--- src/rtl/delta_backprop_if.sv ---
// Handshake bundle for delta_backprop: delta vector in, weight matrix, accumulator stream out.
interface delta_backprop_if #(
    parameter int unsigned NP = 5,
    parameter int unsigned NC = 6,
    parameter int unsigned WV = 4
);
    localparam int unsigned WA = $clog2(NC) + WV;

    logic                   iValid_AM_Delta;
    logic                   oReady_AM_Delta;
    logic [NC*WV-1:0]       iData_AM_Delta;
    logic [NC*NP*WV-1:0]    iData_Weight;
    logic                   oValid_BM_Accum;
    logic                   iReady_BM_Accum;
    logic [NP*WA-1:0]       oData_BM_Accum;

    modport master (
        output iValid_AM_Delta, iData_AM_Delta, iData_Weight, iReady_BM_Accum,
        input  oReady_AM_Delta, oValid_BM_Accum, oData_BM_Accum
    );

    modport slave (
        input  iValid_AM_Delta, iData_AM_Delta, iData_Weight, iReady_BM_Accum,
        output oReady_AM_Delta, oValid_BM_Accum, oData_BM_Accum
    );
endinterface

--- src/rtl/delta_backprop.sv ---
// Weighted error back-propagation: sum[p] = sum_c delta[c]*w[c][p], one child per cycle.
// Optional feature macro: DELTA_BACKPROP_OVERLAP_EN (accept next vector in the output handshake cycle).
module delta_backprop #(
    parameter int unsigned NP = 5,
    parameter int unsigned NC = 6,
    parameter int unsigned WV = 4
) (
    input logic             iCLK,
    input logic             iRST,
    delta_backprop_if.slave bus
);
    localparam int unsigned CW = (NC > 1) ? $clog2(NC) : 1;
    localparam int unsigned WA = $clog2(NC) + WV;
    localparam int unsigned PW = 2 * WV;
    localparam int unsigned DW = NC * WV;
    localparam int unsigned AW = NP * WA;

    typedef enum logic [1:0] {IDLE, ACCUM, OUT} state_t;

    state_t          state;
    logic [CW-1:0]   cnt;
    logic [DW-1:0]   delta_q;
    logic [AW-1:0]   acc;
    logic            valid_q;
    logic [AW-1:0]   term_c;
    logic            ready_c;
    logic            accept_c;
    logic            out_hs_c;

    // Ready is combinational so reset can force it low and the overlap mode can follow downstream ready.
    always_comb begin
        ready_c = 1'b0;
        if (!iRST) begin
            if (state == IDLE) begin
                ready_c = 1'b1;
            end
`ifdef DELTA_BACKPROP_OVERLAP_EN
            else if (state == OUT) begin
                ready_c = bus.iReady_BM_Accum;
            end
`endif
        end
    end

    assign accept_c = bus.iValid_AM_Delta && ready_c;
    assign out_hs_c = valid_q && bus.iReady_BM_Accum;

    // Per-lane Q1 product of the current child: floor shift, then clamp the lone (-1)*(-1) overflow.
    always_comb begin
        logic signed [WV-1:0] d;
        logic signed [WV-1:0] w;
        logic signed [PW-1:0] prod;
        logic signed [WV:0]   shr;
        logic signed [WV-1:0] sat;
        term_c = '0;
        w      = '0;
        prod   = '0;
        shr    = '0;
        sat    = '0;
        d      = delta_q[32'(cnt)*WV +: WV];
        for (int unsigned p = 0; p < NP; p++) begin
            w    = bus.iData_Weight[(32'(cnt)*NP + p)*WV +: WV];
            prod = PW'(d) * PW'(w);
            shr  = (WV+1)'(prod >>> (WV-1));
            if (shr[WV] != shr[WV-1]) begin
                sat = {1'b0, {(WV-1){1'b1}}};
            end else begin
                sat = shr[WV-1:0];
            end
            term_c[p*WA +: WA] = WA'(sat);
        end
    end

    always_ff @(posedge iCLK) begin
        if (iRST) begin
            state   <= IDLE;
            cnt     <= '0;
            delta_q <= '0;
            acc     <= '0;
            valid_q <= 1'b0;
        end else begin
            case (state)
                IDLE: begin
                    if (accept_c) begin
                        delta_q <= bus.iData_AM_Delta;
                        acc     <= '0;
                        cnt     <= '0;
                        state   <= ACCUM;
                    end
                end
                ACCUM: begin
                    for (int unsigned p = 0; p < NP; p++) begin
                        acc[p*WA +: WA] <= acc[p*WA +: WA] + term_c[p*WA +: WA];
                    end
                    if (cnt == CW'(NC-1)) begin
                        cnt     <= '0;
                        valid_q <= 1'b1;
                        state   <= OUT;
                    end else begin
                        cnt <= cnt + 1'b1;
                    end
                end
                OUT: begin
                    if (out_hs_c) begin
                        valid_q <= 1'b0;
`ifdef DELTA_BACKPROP_OVERLAP_EN
                        if (accept_c) begin
                            delta_q <= bus.iData_AM_Delta;
                            acc     <= '0;
                            cnt     <= '0;
                            state   <= ACCUM;
                        end else begin
                            state <= IDLE;
                        end
`else
                        state <= IDLE;
`endif
                    end
                end
                default: begin
                    state   <= IDLE;
                    valid_q <= 1'b0;
                end
            endcase
        end
    end

    assign bus.oReady_AM_Delta = ready_c;
    assign bus.oValid_BM_Accum = valid_q;
    assign bus.oData_BM_Accum  = acc;

endmodule

--- src/flat_wrapper.sv ---
// flat-port wrapper written by rule: the top's interface ports become plain ports
module delta_backprop_flat 
#(
    parameter int unsigned NP = 5,
    parameter int unsigned NC = 6,
    parameter int unsigned WV = 4
)
  (iCLK, iRST, bus_iValid_AM_Delta, bus_iData_AM_Delta, bus_iData_Weight, bus_iReady_BM_Accum, bus_oReady_AM_Delta, bus_oValid_BM_Accum, bus_oData_BM_Accum);
  delta_backprop_if #(.NP(NP), .NC(NC), .WV(WV)) bus_i ();
  input logic iCLK;
  input logic iRST;
  input wire logic [$bits(bus_i.iValid_AM_Delta)-1:0] bus_iValid_AM_Delta;
  input wire logic [$bits(bus_i.iData_AM_Delta)-1:0] bus_iData_AM_Delta;
  input wire logic [$bits(bus_i.iData_Weight)-1:0] bus_iData_Weight;
  input wire logic [$bits(bus_i.iReady_BM_Accum)-1:0] bus_iReady_BM_Accum;
  output wire logic [$bits(bus_i.oReady_AM_Delta)-1:0] bus_oReady_AM_Delta;
  output wire logic [$bits(bus_i.oValid_BM_Accum)-1:0] bus_oValid_BM_Accum;
  output wire logic [$bits(bus_i.oData_BM_Accum)-1:0] bus_oData_BM_Accum;
  assign bus_i.iValid_AM_Delta = bus_iValid_AM_Delta;
  assign bus_i.iData_AM_Delta = bus_iData_AM_Delta;
  assign bus_i.iData_Weight = bus_iData_Weight;
  assign bus_i.iReady_BM_Accum = bus_iReady_BM_Accum;
  assign bus_oReady_AM_Delta = bus_i.oReady_AM_Delta;
  assign bus_oValid_BM_Accum = bus_i.oValid_BM_Accum;
  assign bus_oData_BM_Accum = bus_i.oData_BM_Accum;
  delta_backprop #(.NP(NP), .NC(NC), .WV(WV)) u_core (.iCLK(iCLK), .iRST(iRST), .bus(bus_i));
endmodule
--- config.mk ---
export PLATFORM = sky130hd
export DESIGN_NAME = delta_backprop_flat
export DESIGN_NICKNAME = d
export VERILOG_FILES = /design/src/rtl/delta_backprop_if.sv /design/src/rtl/delta_backprop.sv /design/src/flat_wrapper.sv
export SDC_FILE = /design/constraint.sdc
export NUM_CORES = 1
export LEC_CHECK = 0
export CORE_MARGIN = 1
export CORE_UTILIZATION = 45
export DETAILED_ROUTE_END_ITERATION = 8
export MAX_ROUTING_LAYER = met4
export PLACE_DENSITY = 0.84
export SLEW_MARGIN = 5
export SYNTH_ARGS = -nofsm -noshare
export SYNTH_HDL_FRONTEND = slang
export SYNTH_SLANG_ARGS = --single-unit
--- constraint.sdc ---
create_clock -name iCLK -period 17.3 [get_ports iCLK]
set_input_delay 5.19 -clock iCLK [delete_from_list [all_inputs] [get_ports iCLK]]
set_output_delay 5.19 -clock iCLK [all_outputs]
set_load 0.05 [all_outputs]
## Yosys cells after proc, flatten, opt, wreduce, memory -nomap -nowiden

Cells that the tools add are included.
Widths: inputs -> output; s select.

- Add/subtract/negate cells: 10
- $mul: 6
- Equal/unequal tests: 11
- Shift-type cells: 6
- Muxes and demuxes: 19
- Bitwise gates (word level): 1
- Reduce and logical (&&, ||, !) cells: 8

Operators with widths:

| cell | count |
|---|---|
| $shiftx 120x10->4 | 4 |
| $shiftx 120x9->4 | 1 |
| $pmux 35 s2 | 1 |
| $mul 4x4->8 | 5 |
| $add 7x7->7 | 5 |
| $mux 35 | 1 |
| $shiftx 24x6->4 | 1 |
| $mux 4 | 5 |
| $add 6x2->7 const B | 2 |
| $add 6x1->7 const B | 1 |
| $add 6x3->7 const B | 1 |
| $mul 3x3->6 const B | 1 |
| $mux 2 | 3 |
| $mux 3 | 2 |
| $ne 2x1->1 const B | 3 |
| $pmux 2 s3 | 1 |
| $pmux 3 s2 | 1 |
| $reduce_and 3->1 | 2 |
| $ne 1x1->1 | 5 |
| $mux 1 | 4 |
| $reduce_and 2->1 | 2 |
| $add 3x1->3 const B | 1 |
| $eq 3x3->1 const B | 1 |
| $pmux 1 s3 | 1 |
| other kinds (6) | 7 |

- Bits in registers: 65
- Input bits: 148
- Output and inout bits: 37
- Logic and storage cells: 66

## Logic depth before layout (Yosys ltp)

Gate-level depths: netlist of the first run.

- Depth in word-level cells: 8
- Mapped depth: 28
- Mapped depth without buffers: 25

## Worst setup path before layout of the first run

Ideal clock, no wire load.

- Path type: in2out
- Start: in iRST
- End: out bus_oReady_AM_Delta
- Arrival time: 6,268 ps
- Data required time: 12,110 ps
- Slack: 5,842 ps
- Stages: 1
- Path buffers: 0
- Cells stage by stage: nor3_1

- Longest elaborated chain between the ends: 1

RTL lines:

| item | RTL line | RTL |
|---|---|---|
| start: declaration | flat_wrapper.sv:11 | `input logic iRST;` |
| $mux 1 | delta_backprop.sv:33 | `if (!iRST) begin` |
| end: declaration | flat_wrapper.sv:16 | `output wire logic [$bits(bus_i.oReady_AM_Delta)-1:0] bus_oReady_AM_Delta;` |

Every way passes these cells.

## Worst setup path in the final report of the first run

Ends and elaborated chain as after synthesis.

==> flow_metrics.tcl, run 1 <==
set metrics [dict create \
    status "completed" \
    stdcell_area_um2 9781 \
    path_buf_inv 3 \
    synth.distinct_cells 59 \
    synth.most_common_cell "nor2_1" \
    worstPathMaxFanout 50 \
    ios 185 \
    power_density_nw_per_um2 98.49 \
    reg2reg_from "u_core.cnt[0]" \
    timing_worst_slew_pin_value_ns 0.9387 \
    worst_path_max_delay_cell "clkdlybuf4s50_1" \
    cts-hold-fix-buffers 0 \
    path_class "in -> out" \
    io_buffer_count 184 \
    dieArea_um2 17360 \
    setup.reg_to_reg.worst_slack_ns 9.73 \
    grt-ovfl-total 0 \
    reg2reg_depth 25 \
    syn_inst 834 \
    required_ns 12.11 \
    vias 6440 \
    path_cells "clkdlybuf4s50_1 -> buf_4 -> nor3_1 -> clkdlybuf4s50_1" \
    die_h_um 131.8 \
    maxCapViolCount 0 \
    synth_top_area_share_pct 17.17 \
    stdcell_count 1225 \
    ys_async_sr_fraction_pct 0 \
    synth-edff-count 0 \
    clkTransAtPathRegs_ns 0.05 \
    grt_util_all_layers_pct 23.64 \
    max_freq_mhz 82.39 \
    clock_sinks 65 \
    final-hold-violation-count 0 \
    cpPeakStageDelay_ns 0.84 \
    synth_top_cells_by_count "nor2_1, ha_1, dfxtp_1" \
    grt_pass1_vias 6578 \
    tritoncts "yes" \
    crit_end "bus_oReady_AM_Delta" \
    vias_per_cell 5.257 \
    fin_crit_ns 12.14 \
    cts_setup_buffers 0 \
    design.core.area_um2 16520 \
    avgSynthCellArea_um2 9.087 \
    drcViolationCount 0 \
    ys.flop_type "dfxtp_1" \
    antenna_left 0 \
    numCtsBuffers 9 \
    drt_pass1_iterations 4 \
    cts_buffer_depth 2 \
    power_mw 0.9633 \
    dp_cells 1211 \
    hp-class "reg -> reg" \
    synth_nets 1117 \
    hpwlAfterDp_mm 15.24 \
    synth_area_um2 7579 \
    placed_area_um2 9517 \
    fin_nets 1285 \
    leakagePower_nw 4.188 \
    antenna_cells 0 \
    wire_per_inst_um 15.56 \
    syn_to_final_growth_pct 29.06 \
    clk_latency_ns 0.35 \
    hold_depth 2 \
    cts-htree-levels 3 \
    setup_viol 0 \
    r2r-end "u_core.bus.oData_BM_Accum[6]" \
    finalMaxSlewViolations 0 \
    drt_wl_total_mm 19.06 \
    drive_gt1_share_pct 9.254 \
    grt_max_degree 51 \
    row_count 47 \
    final.setup_skew_ns 0.006611 \
    yosysSeqAreaShare_pct 17.17 \
    start_util_pct 45.86 \
    grt_pass1_wl_mm 31.40 \
    crit_family "buffers and inverters" \
    critPathArrivalTime_ns 6.95 \
    yosysWarningCount 0 \
    dr.first_iter.drc_count 249 \
    die_w_um 131.8 \
    yosysTopAreaCell "dfxtp_1" \
    timing.final.crit_share_pct 70.16 \
    fillCellCount 1388 \
    utilization_pct 59.19 \
    ir_drop_v 0.00007278 \
    cts_resized 0 \
    cp-end-kind "primary output" \
    crit_path_start "iRST" \
    gp_congestion 0.8419 \
    cp.depth 4 \
    max-slew-margin-rel_pct 37.42 \
    antenna_found_initial 0 \
    fin_tns_setup_ns 0 \
    synthTopCellsByArea "dfxtp_1, ha_1, fa_1, mux2i_1, mux4_2" \
    ys_ff_latch 65 \
    clock-root-buffer "clkbuf_16" \
    start_kind "primary input" \
    rsz0062_at_grt "false" \
    crit_path_frequent_cell "clkdlybuf4s50_1" \
]
-- metrics by stage --
step	setup WS [ns]	hold WS (ns)
after global routing	5.069	0.4897
final	5.162	0.4735
after global placement	5.172	0.4602
after CTS	5.131	0.4755
after detailed placement	5.138	0.4636
after floorplan	5.842	0.4460
-- cell type report --
cell class / count / area (um2) / area share [%]
inverters: 68 / 255.2 / 2.610
well taps: 220 / 275.3 / 2.814
flip-flops and latches: 65 / 1304 / 13.33
multi-input cells: 666 / 5781 / 59.10
clock buffers: 14 / 264.0 / 2.699
repair buffers: 192 / 1902 / 19.44
-- routing by layer --
layer / share of wire (%) / routed length [um] / up-vias / global-route usage (%)
met3: 7.0 / 1343 / 20 / 4.498
li1: - / - / 3193 / -
met4: 1.7 / 322 / 0 / 7.364
met5: 0 / 0 / - / -
met1: 41 / 7872 / 3012 / 27.35
met2: 50 / 9522 / 215 / 41.21
-- how the worst min path moves through the flow --
stage,startpoint,endpoint,slack [ns]
after floorplan,u_core.delta_q[10],u_core.delta_q[10],0.45
after global placement,u_core.delta_q[4],u_core.delta_q[4],0.46
after detailed placement,u_core.delta_q[2],u_core.delta_q[2],0.46
after CTS,u_core.delta_q[20],u_core.delta_q[20],0.48
after global routing,u_core.delta_q[3],u_core.delta_q[3],0.49
final,u_core.delta_q[4],u_core.delta_q[4],0.47
-- sequential cells by signal, indices dropped and copies added, names as in the netlist --
name,count
u_core.delta_q,24
u_core.state,2
u_core.bus.oData_BM_Accum,35
u_core.bus.oValid_BM_Accum,1
u_core.cnt,3
-- cells by family (layout without fill, tap and decap cells) --
kind of cell / Yosys count / after routing / share of synthesized area [%]
xor gates and xnor gates: 56 / 56 / 6.472
buffers and inverters: 103 / 274 / 6.554
muxes: 67 / 67 / 11.64
adders and majority gates: 135 / 135 / 27.24
and+or+nand+nor: 252 / 252 / 16.87
AOI/OAI and AO/OA: 156 / 156 / 14.05
DFF: 65 / 65 / 17.17
-- power breakdown --
part           total, mW  switching [mW]  leakage, nW  internal [mW]
clock              0.168          0.0652        0.129          0.103
sequential         0.187          0.0181        0.532          0.169
combinational      0.608           0.325         3.53          0.282
-- worst min-delay path: stages (launching register included) --
cell,delay (ns)
dfxtp_1,0.30
nand2b_1,0.06
o21ai_0,0.06
-- cells in the final DEF, fill, tap and decap left out, types with 42 or more instances in the layout --
master           synthesis  routed
nor2_1                  86      86
fa_1                    50      50
mux2i_1                 42      42
inv_1                   62      62
nand2b_1                47      47
nand2_1                 54      54
dfxtp_1                 65      63
ha_1                    85      85
clkdlybuf4s50_1          0     184
o21ai_0                 45      45
(Power assumes the default switching activity.)
==> run 2: changes to the inputs <==
clock period = 12.1 ns   (was 17.3 ns; I/O delays follow)
==> run 2 against run 1 <==
  * First-iteration DRC count grew 12%
  * Clock skew grew 0.0027 ns
  * Die area is the same
  * Clock-buffer cell count shrank 2
  * Via count grew 0.61%
  * Register-to-register slack lost 5.6 ns
  * Critical endpoint is now u_core.bus.oData_BM_Accum[27]
  * Core utilization grew 0.50 points
  * Clock power grew 76%
  * Final area grew 0.84%
  * Highest routed layer unchanged
  * Critical path depth grew 20
  * Routed wire length grew 2.5%
==> flow_metrics.tcl, run 2 (synthesized netlist as in run 1, its figures left out) <==
set metrics [dict create \
    crit_end "u_core.bus.oData_BM_Accum[27]" \
    path_buf_inv 3 \
    design.core.area_um2 16520 \
    dp_cells 1213 \
    clkTransAtPathRegs_ns 0.06 \
    grt_max_degree 51 \
    row_count 47 \
    final_common_cell "clkdlybuf4s50_1" \
    worstPathMaxFanout 5 \
    final_cell_mix "clkdlybuf4s50_1, nor2_1, ha_1" \
    cts_buffer_depth 2 \
    setup_ws_ns 2.288 \
    grt_pass1_vias 6655 \
    grt_util_all_layers_pct 24.25 \
    clock-root-buffer "clkbuf_16" \
    die_h_um 131.8 \
    power_density_nw_per_um2 145.7 \
    grt_pass1_wl_mm 32.21 \
    holdWs_ns 0.4719 \
    die_w_um 131.8 \
    wire_per_inst_um 15.90 \
    crit_family "adder cells" \
    power_mw 1.437 \
    numCtsBuffers 9 \
    crit_path_frequent_cell "fa_1" \
    clock_sinks 65 \
    worst_path_max_delay_cell "fa_1" \
    hpwlAfterDp_mm 15.56 \
    antenna_found_initial 0 \
    grt-ovfl-total 0 \
    io_buffer_count 184 \
    dp_slack_ns 1.953 \
    leakagePower_nw 4.224 \
    rsz0062_at_grt "false" \
    path_class "in -> reg" \
    crit_path_start "bus_iData_Weight[14]" \
    placed_area_um2 9532 \
    fin_crit_ns 9.813 \
    fillCellCount 1398 \
    drt_wl_total_mm 19.55 \
    r2r-end "u_core.bus.oData_BM_Accum[13]" \
    hp-class "reg -> reg" \
    reg2reg_depth 25 \
    setup_viol 0 \
    cp.depth 24 \
    drive_gt1_share_pct 9.812 \
    tritoncts "yes" \
    multi_input_area_um2 5781 \
    maxCapViolCount 0 \
    path_cells "clkdlybuf4s50_1 -> mux4_2 -> a21oi_1 -> nand2b_1 -> fa_1 -> fa_1 -> inv_1 -> fa_1 -> ha_1 -> fa_1 -> a21o_1 -> a21oi_1 -> xnor2_1 -> xnor2_1 -> ha_1 -> or2_2 -> ha_1 -> inv_1 -> fa_1 -> nand2b_1 -> nand2b_1 -> a211oi_1 -> mux2_2 -> a221o_1" \
    cts-hold-fix-buffers 0 \
    clk_latency_ns 0.36 \
    antenna_left 0 \
    vias_per_cell 5.272 \
    largest_reg_flops 35 \
    utilization_pct 59.69 \
    max_freq_mhz 101.9 \
    drt_pass1_iterations 5 \
    gp_congestion 0.8465 \
    cts-htree-levels 3 \
    fin_tns_setup_ns 0 \
    hold_depth 2 \
    fin_nets 1287 \
    timing.final.crit_share_pct 81.10 \
    dieArea_um2 17360 \
    start_kind "primary input" \
    ir_drop_v 0.00008612 \
    stdcell_area_um2 9863 \
    max-slew-margin-rel_pct 45.70 \
    ios 185 \
    required_ns 12.34 \
    finalMaxSlewViolations 0 \
    timing_worst_slew_pin_value_ns 0.8145 \
    syn_to_final_growth_pct 30.15 \
    final-hold-violation-count 0 \
    stdcell_count 1229 \
    cpPeakStageDelay_ns 0.52 \
    setup.reg_to_reg.worst_slack_ns 4.17 \
    status "completed" \
    critPathArrivalTime_ns 10.05 \
    dr.first_iter.drc_count 279 \
    start_util_pct 45.86 \
    antenna_cells 0 \
    cts_resized 0 \
    cts_setup_buffers 0 \
    reg2reg_from "u_core.cnt[0]" \
    final.setup_skew_ns 0.009340 \
    vias 6479 \
    seqCellArea_um2 1304 \
    drcViolationCount 0 \
    cp-end-kind "flop" \
]
==> run 2: worst min-delay path by stage <==
stage	startpoint	to
after floorplan	u_core.delta_q[10]	u_core.delta_q[10]
after global placement	u_core.delta_q[17]	u_core.delta_q[17]
after detailed placement	u_core.delta_q[4]	u_core.delta_q[4]
after CTS	u_core.delta_q[4]	u_core.delta_q[4]
after global routing	u_core.delta_q[8]	u_core.delta_q[8]
final	u_core.delta_q[0]	u_core.delta_q[0]
==> run 2: layout make-up <==
| class | instances | area share, % |
|---|---|---|
| repair buffers | 194 | 19.43 |
| well taps | 220 | 2.791 |
| clock inverters | 4 | 0.7611 |
| flip-flops and latches | 65 | 13.22 |
| inverters | 68 | 2.588 |
| clock buffers | 12 | 2.601 |
| multi-input cells | 666 | 58.61 |
==> run 2: routing by layer <==
metal,wire length [um],GRT usage (%)
met1,8345,28.06
met2,9514,41.01
met3,1092,4.575
met4,593,10.40
met5,0,-
==> run 2: worst min-delay path: cells and delay by family, from the launching register on <==
family	cells	cell delay, ns
compound gates	1	0.06
flops	1	0.30
simple gates	1	0.06
==> run 2: power by group <==
part | internal, mW | leakage, nW | switching, mW
sequential | 0.242 | 0.532 | 0.0257
combinational | 0.404 | 3.54 | 0.471
clock | 0.192 | 0.155 | 0.103
==> run 3: changes to the inputs <==
clock period = 9.2 ns   (was 12.1 ns; I/O delays follow)
==> run 3 against run 2 <==
  * Final area fell by 0.19%
  * Critical path depth did not move
  * Setup slack got worse by 1.9 ns
  * Register-to-register slack got worse by 2.2 ns
  * Die area did not move
  * Core utilization fell by 0.11 points
  * Sequential cell count did not move
  * Sequential share of layout area barely moved
  * First-iteration DRC count fell by 11%
  * Largest cell class unchanged
==> flow_metrics.tcl, run 3 (synthesized netlist as in run 1, its figures left out) <==
set metrics [dict create \
    vias 6495 \
    dr.first_iter.drc_count 248 \
    setup_viol 0 \
    cts_setup_buffers 0 \
    final-hold-violation-count 0 \
    max-slew-margin-rel_pct 46.34 \
    fin_tns_setup_ns 0 \
    design.core.area_um2 16520 \
    timing_worst_slew_pin_value_ns 0.8049 \
    numCtsBuffers 9 \
    die_w_um 131.8 \
    leakagePower_nw 4.227 \
    die_h_um 131.8 \
    cts_buffer_depth 2 \
    grt_max_degree 50 \
    clkTransAtPathRegs_ns 0.06 \
    timing.final.crit_share_pct 96.29 \
    cts_resized 0 \
    dp_cells 1220 \
    status "completed" \
    ir_drop_v 0.0001032 \
    drt_pass1_iterations 5 \
    fin_nets 1294 \
    holdPathEnd "u_core.delta_q[5]" \
    vias_per_cell 5.251 \
    antenna_found_initial 0 \
    io_buffer_count 184 \
    required_ns 9.43 \
    fin_crit_ns 8.859 \
    cts-htree-levels 3 \
    power_density_nw_per_um2 185.3 \
    stdcell_count 1237 \
    clock_sinks 65 \
    final_common_cell "clkdlybuf4s50_1" \
    ios 185 \
    clk_latency_ns 0.35 \
    setup_ws_ns 0.3409 \
    dieArea_um2 17360 \
    wire_per_inst_um 15.95 \
    start_util_pct 45.86 \
    grt-ovfl-total 0 \
    critPathArrivalTime_ns 9.09 \
    final_cell_mix "clkdlybuf4s50_1, nor2_1, ha_1" \
    max_freq_mhz 112.9 \
    grt_pass1_wl_mm 33.02 \
    r2r-end "u_core.bus.oData_BM_Accum[27]" \
    syn_to_final_growth_pct 29.90 \
    utilization_pct 59.57 \
    drcViolationCount 0 \
    reg2reg_from "u_core.cnt[0]" \
    largest_reg_flops 35 \
    antenna_left 0 \
    hold_start "u_core.delta_q[5]" \
    tritoncts "yes" \
    finalMaxSlewViolations 0 \
    gp_congestion 0.8393 \
    hp-class "reg -> reg" \
    setup.reg_to_reg.worst_slack_ns 1.93 \
    dp_slack_ns -0.009282 \
    reg2reg_depth 24 \
    cts-hold-fix-buffers 0 \
    start_kind "primary input" \
    row_count 47 \
    grt_util_all_layers_pct 24.73 \
    drt_wl_total_mm 19.73 \
    hpwlAfterDp_mm 15.70 \
    final.setup_skew_ns 0.007248 \
    path_class "in -> reg" \
    worstPathMaxFanout 3 \
    hold_depth 2 \
    clock-root-buffer "clkbuf_16" \
    maxCapViolCount 0 \
    rsz0062_at_grt "false" \
    cp-end-kind "flop" \
    grt_pass1_vias 6732 \
    drive_gt1_share_pct 10.14 \
]
[run 3: cell types whose count changed in the layout (fill, tap and decap cells not counted), sizes merged]
cell      before  now
diode          0    1
bufinv         2    0
clkinvlp       2    1
clkinv         0    2
buf           10   17
clkbuf        12   13
[run 3: routing by layer]
metal	vias up	GRT usage, %	part of all wire [%]
li1	3216	-	-
met1	3048	29.00	42
met2	205	42.74	50
met3	26	4.691	6.6
met4	0	7.494	1.8
met5	-	-	0
[run 3: worst max-delay path by stage]
| stage | slack [ns] | startpoint | depth (start not counted) | to |
|---|---|---|---|---|
| 6_report | 0.34 | bus_iData_Weight[74] | 24 | u_core.bus.oData_BM_Accum[27] |
| 5_1_grt | 0.05 | bus_iData_Weight[71] | 25 | u_core.bus.oData_BM_Accum[20] |
| 4_1_cts | 0.36 | bus_iData_Weight[74] | 24 | u_core.bus.oData_BM_Accum[27] |
| 3_5_place_dp | -0.009 | bus_iData_Weight[74] | 24 | u_core.bus.oData_BM_Accum[27] |
| 3_3_place_gp | 0.19 | bus_iData_Weight[71] | 25 | u_core.bus.oData_BM_Accum[20] |
| 2_1_floorplan | 0.77 | bus_iData_Weight[74] | 23 | u_core.bus.oData_BM_Accum[27] |
[run 3: worst max-delay path, stage by stage]
cell and delay [ns]:
clkdlybuf4s50_1 0.40, mux4_2 0.47, a21oi_1 0.29, nand2b_1 0.18, fa_1 0.45, fa_1 0.51, inv_1 0.05, fa_1 0.45
ha_1 0.25, fa_1 0.41, a21o_1 0.18, a21oi_1 0.18, xnor2_1 0.15, xnor2_1 0.14, ha_1 0.26, or2_2 0.28
ha_1 0.20, inv_1 0.08, fa_1 0.20, nand2b_1 0.14, nand2b_1 0.09, a211oi_1 0.34, mux2_2 0.38, a221o_1 0.25
[run 3: cell type report]
class	instances	area (um2)
clock inverters	3	17.52
flip-flops and latches	65	1304
inverters	68	255.2
fillers	1406	6680
clock buffers	13	240.2
repair buffers	201	1969
multi-input cells	666	5781
well taps	220	275.3
diodes	1	2.502
[run 3: report_power, final]
group / switching, mW / internal, mW / total [mW]
registers: 0.0313 / 0.318 / 0.349
clock network: 0.135 / 0.182 / 0.317
logic: 0.622 / 0.536 / 1.16
[run 3: metrics by stage]
| step | instance area [um2] | hold slack, ns | total power [mW] |
|---|---|---|---|
| 2_1_floorplan | 7579 | 0.4460 | 1.214 |
| 3_3_place_gp | 9584 | 0.4594 | 1.458 |
| 3_5_place_dp | 9584 | 0.4623 | 1.509 |
| 4_1_cts | 9842 | 0.4735 | 1.834 |
| 5_1_grt | 9842 | 0.4920 | 1.988 |
| 6_report | 9844 | 0.4728 | 1.824 |
==> RTL edit, RTL diff (flow settings as in run 2) <==
`NP` is set to 5 in 3 places; all go to 10.
--- a/src/rtl/delta_backprop_if.sv
+++ b/src/rtl/delta_backprop_if.sv
@@ -2,3 +2,3 @@
 interface delta_backprop_if #(
-    parameter int unsigned NP = 5,
+    parameter int unsigned NP = 10,
     parameter int unsigned NC = 6,
--- a/src/rtl/delta_backprop.sv
+++ b/src/rtl/delta_backprop.sv
@@ -3,3 +3,3 @@
 module delta_backprop #(
-    parameter int unsigned NP = 5,
+    parameter int unsigned NP = 10,
     parameter int unsigned NC = 6,
--- a/src/flat_wrapper.sv
+++ b/src/flat_wrapper.sv
@@ -3,3 +3,3 @@
 #(
-    parameter int unsigned NP = 5,
+    parameter int unsigned NP = 10,
     parameter int unsigned NC = 6,
Ports: changed (resized bus_iData_Weight and bus_oData_BM_Accum); port bits go from 185 to 340. The function was not compared with the original's and may differ.
==> RTL edit against run 2 <==
Via count is 89% higher; combinational power rose by 110%; clock power rose by 4%; synthesized cell count increased by 85%; area after synthesis increased by 79%; total power increased by 78%; worst hold slack about the same; sequential cell count rose by 35; sequential power rose by 60%; wire length up 120%; global-route usage up 4.2 points; final area rose by 78%; fmax up 1.8%; setup slack better by 0.17 ns.
==> RTL edit: results (changes against run 2) <==
stage,metric,value,unit,change
run_status,result of the run,"complete, no violations",,unchanged
yosys,proportion of synthesized chip area in sequential cells,0.1472,,was 0.1717
setup_path,Critical Path End,u_core.bus.oData_BM_Accum[6],,was u_core.bus.oData_BM_Accum[27]
yosys,cell types with the largest area share after synthesis,"ha_1 16%, dfxtp_1 15%, fa_1 15%",,"was dfxtp_1 17%, ha_1 14%, fa_1 13%"
setup_path,data arrival time of the critical path,9.88,ns,was 10.05 ns
finish,max reg flops,70,,was 35
place,GPL Wtd Cong,0.8744,,was 0.8465
drt,vias,12220,,was 6479
grt,number of global-route vias before repair,12720,,was 6655
yosys,total nets after synthesis,2083,,was 1117
pwr,standby leakage power,7.675,nW,was 4.224 nW
drt,wire length reported by the detailed router,42.11,mm,was 19.55 mm
pwr,power in the clock group,307,uW,was 295 uW
pwr,switching part of the total power,0.4736,,was 0.4174
grt,number of antenna violations at the first check in global routing,3,,was 0
setup_path,Critical Path Source,bus_iData_Weight[122],,was bus_iData_Weight[14]
timing,maximum clock frequency,103.7,MHz,was 101.9 MHz
yosys,cell types with the highest counts after synthesis,"170 x ha_1, 169 x nor2_1, 125 x inv_1, 106 x nand2_1, 104 x mux2i_1",,"was 86 x nor2_1, 85 x ha_1, 65 x dfxtp_1, 62 x inv_1, 54 x nand2_1"
pwr,switching pwr,1.214,mW,was 599.8 uW
grt,largest net degree at the start of global routing,56,,was 51
worst_hold_path,Hold Crit Endpoint,u_core.delta_q[15],,was u_core.delta_q[0]
worst_hold_path,Worst Hold Launch,u_core.delta_q[15],,was u_core.delta_q[0]
drt,First DRT Iteration DRCs,569,,was 279
place,total half-perimeter wirelength after legalization and detailed placement,33.67,mm,was 15.56 mm
grt,global routing usage summed across all routing layers,0.2849,,was 0.2425
grt,global-route wire length before repair,66.74,mm,was 32.21 mm
-- RTL edit: changes by cell type in the layout (fill, tap and decap cells not counted), moves of 36 or more --
cell,run 2,this run
o21ai_0,45,81
nand2_1,54,106
ha_1,85,170
clkdlybuf4s50_1,184,338
inv_1,62,124
mux2i_1,42,104
xnor2_1,37,82
nor2_1,86,168
fa_1,50,100
-- RTL edit: routing by layer --
layer / track usage / wire (um) / part of all wire / up-vias
li1: - / - / - / 5879
met1: 0.3577 / 18410 / 0.44 / 5839
met2: 0.4774 / 20280 / 0.48 / 431
met3: 0.03766 / 2307 / 0.055 / 69
met4: 0.08116 / 1102 / 0.026 / 0
met5: - / 0 / 0 / -
-- RTL edit: final cells by class --
class                           instances  area [sq um]
Timing Repair Buffer                  355          3508
Sequential cell                       100          2009
Clock buffer                           10         239.0
Multi-Input combinational cell       1246         10730
Fill cell                            2569         12190
Inverter                              132         495.5
Antenna cell                            3         7.507
Clock inverter                          6         53.80
Tap cell                              390         488.0
-- RTL edit: cells by family after synthesis --
kind of cell | Yosys count | synth area share
buffers and inverters | 199 | 0.06542
flip-flops | 100 | 0.1472
multiplexers | 129 | 0.1169
AO/OA/AOI/OAI | 286 | 0.1399
adder cells (fa/ha/maj) | 270 | 0.3036
AND/OR/NAND/NOR | 449 | 0.1549
XOR/XNOR | 112 | 0.07214
-- RTL edit: per-stage QoR --
stage	instances	hold slack, ns	instance area (sq um)
floorplan	1545	0.4459	13600
finish	2242	0.4716	17530
detailed placement	2223	0.4626	17230
global placement	2223	0.4594	17230
CTS	2239	0.4762	17520
global route	2242	0.4924	17530
-- RTL edit: critical path: cells and delay by family --
family,cells,cell delay (ns)
buf+inv,3,0.56
fa+ha+maj,8,2.71
xor+xnor,2,0.29
mux,2,0.75
compound gates,5,1.23
simple gates,4,0.71
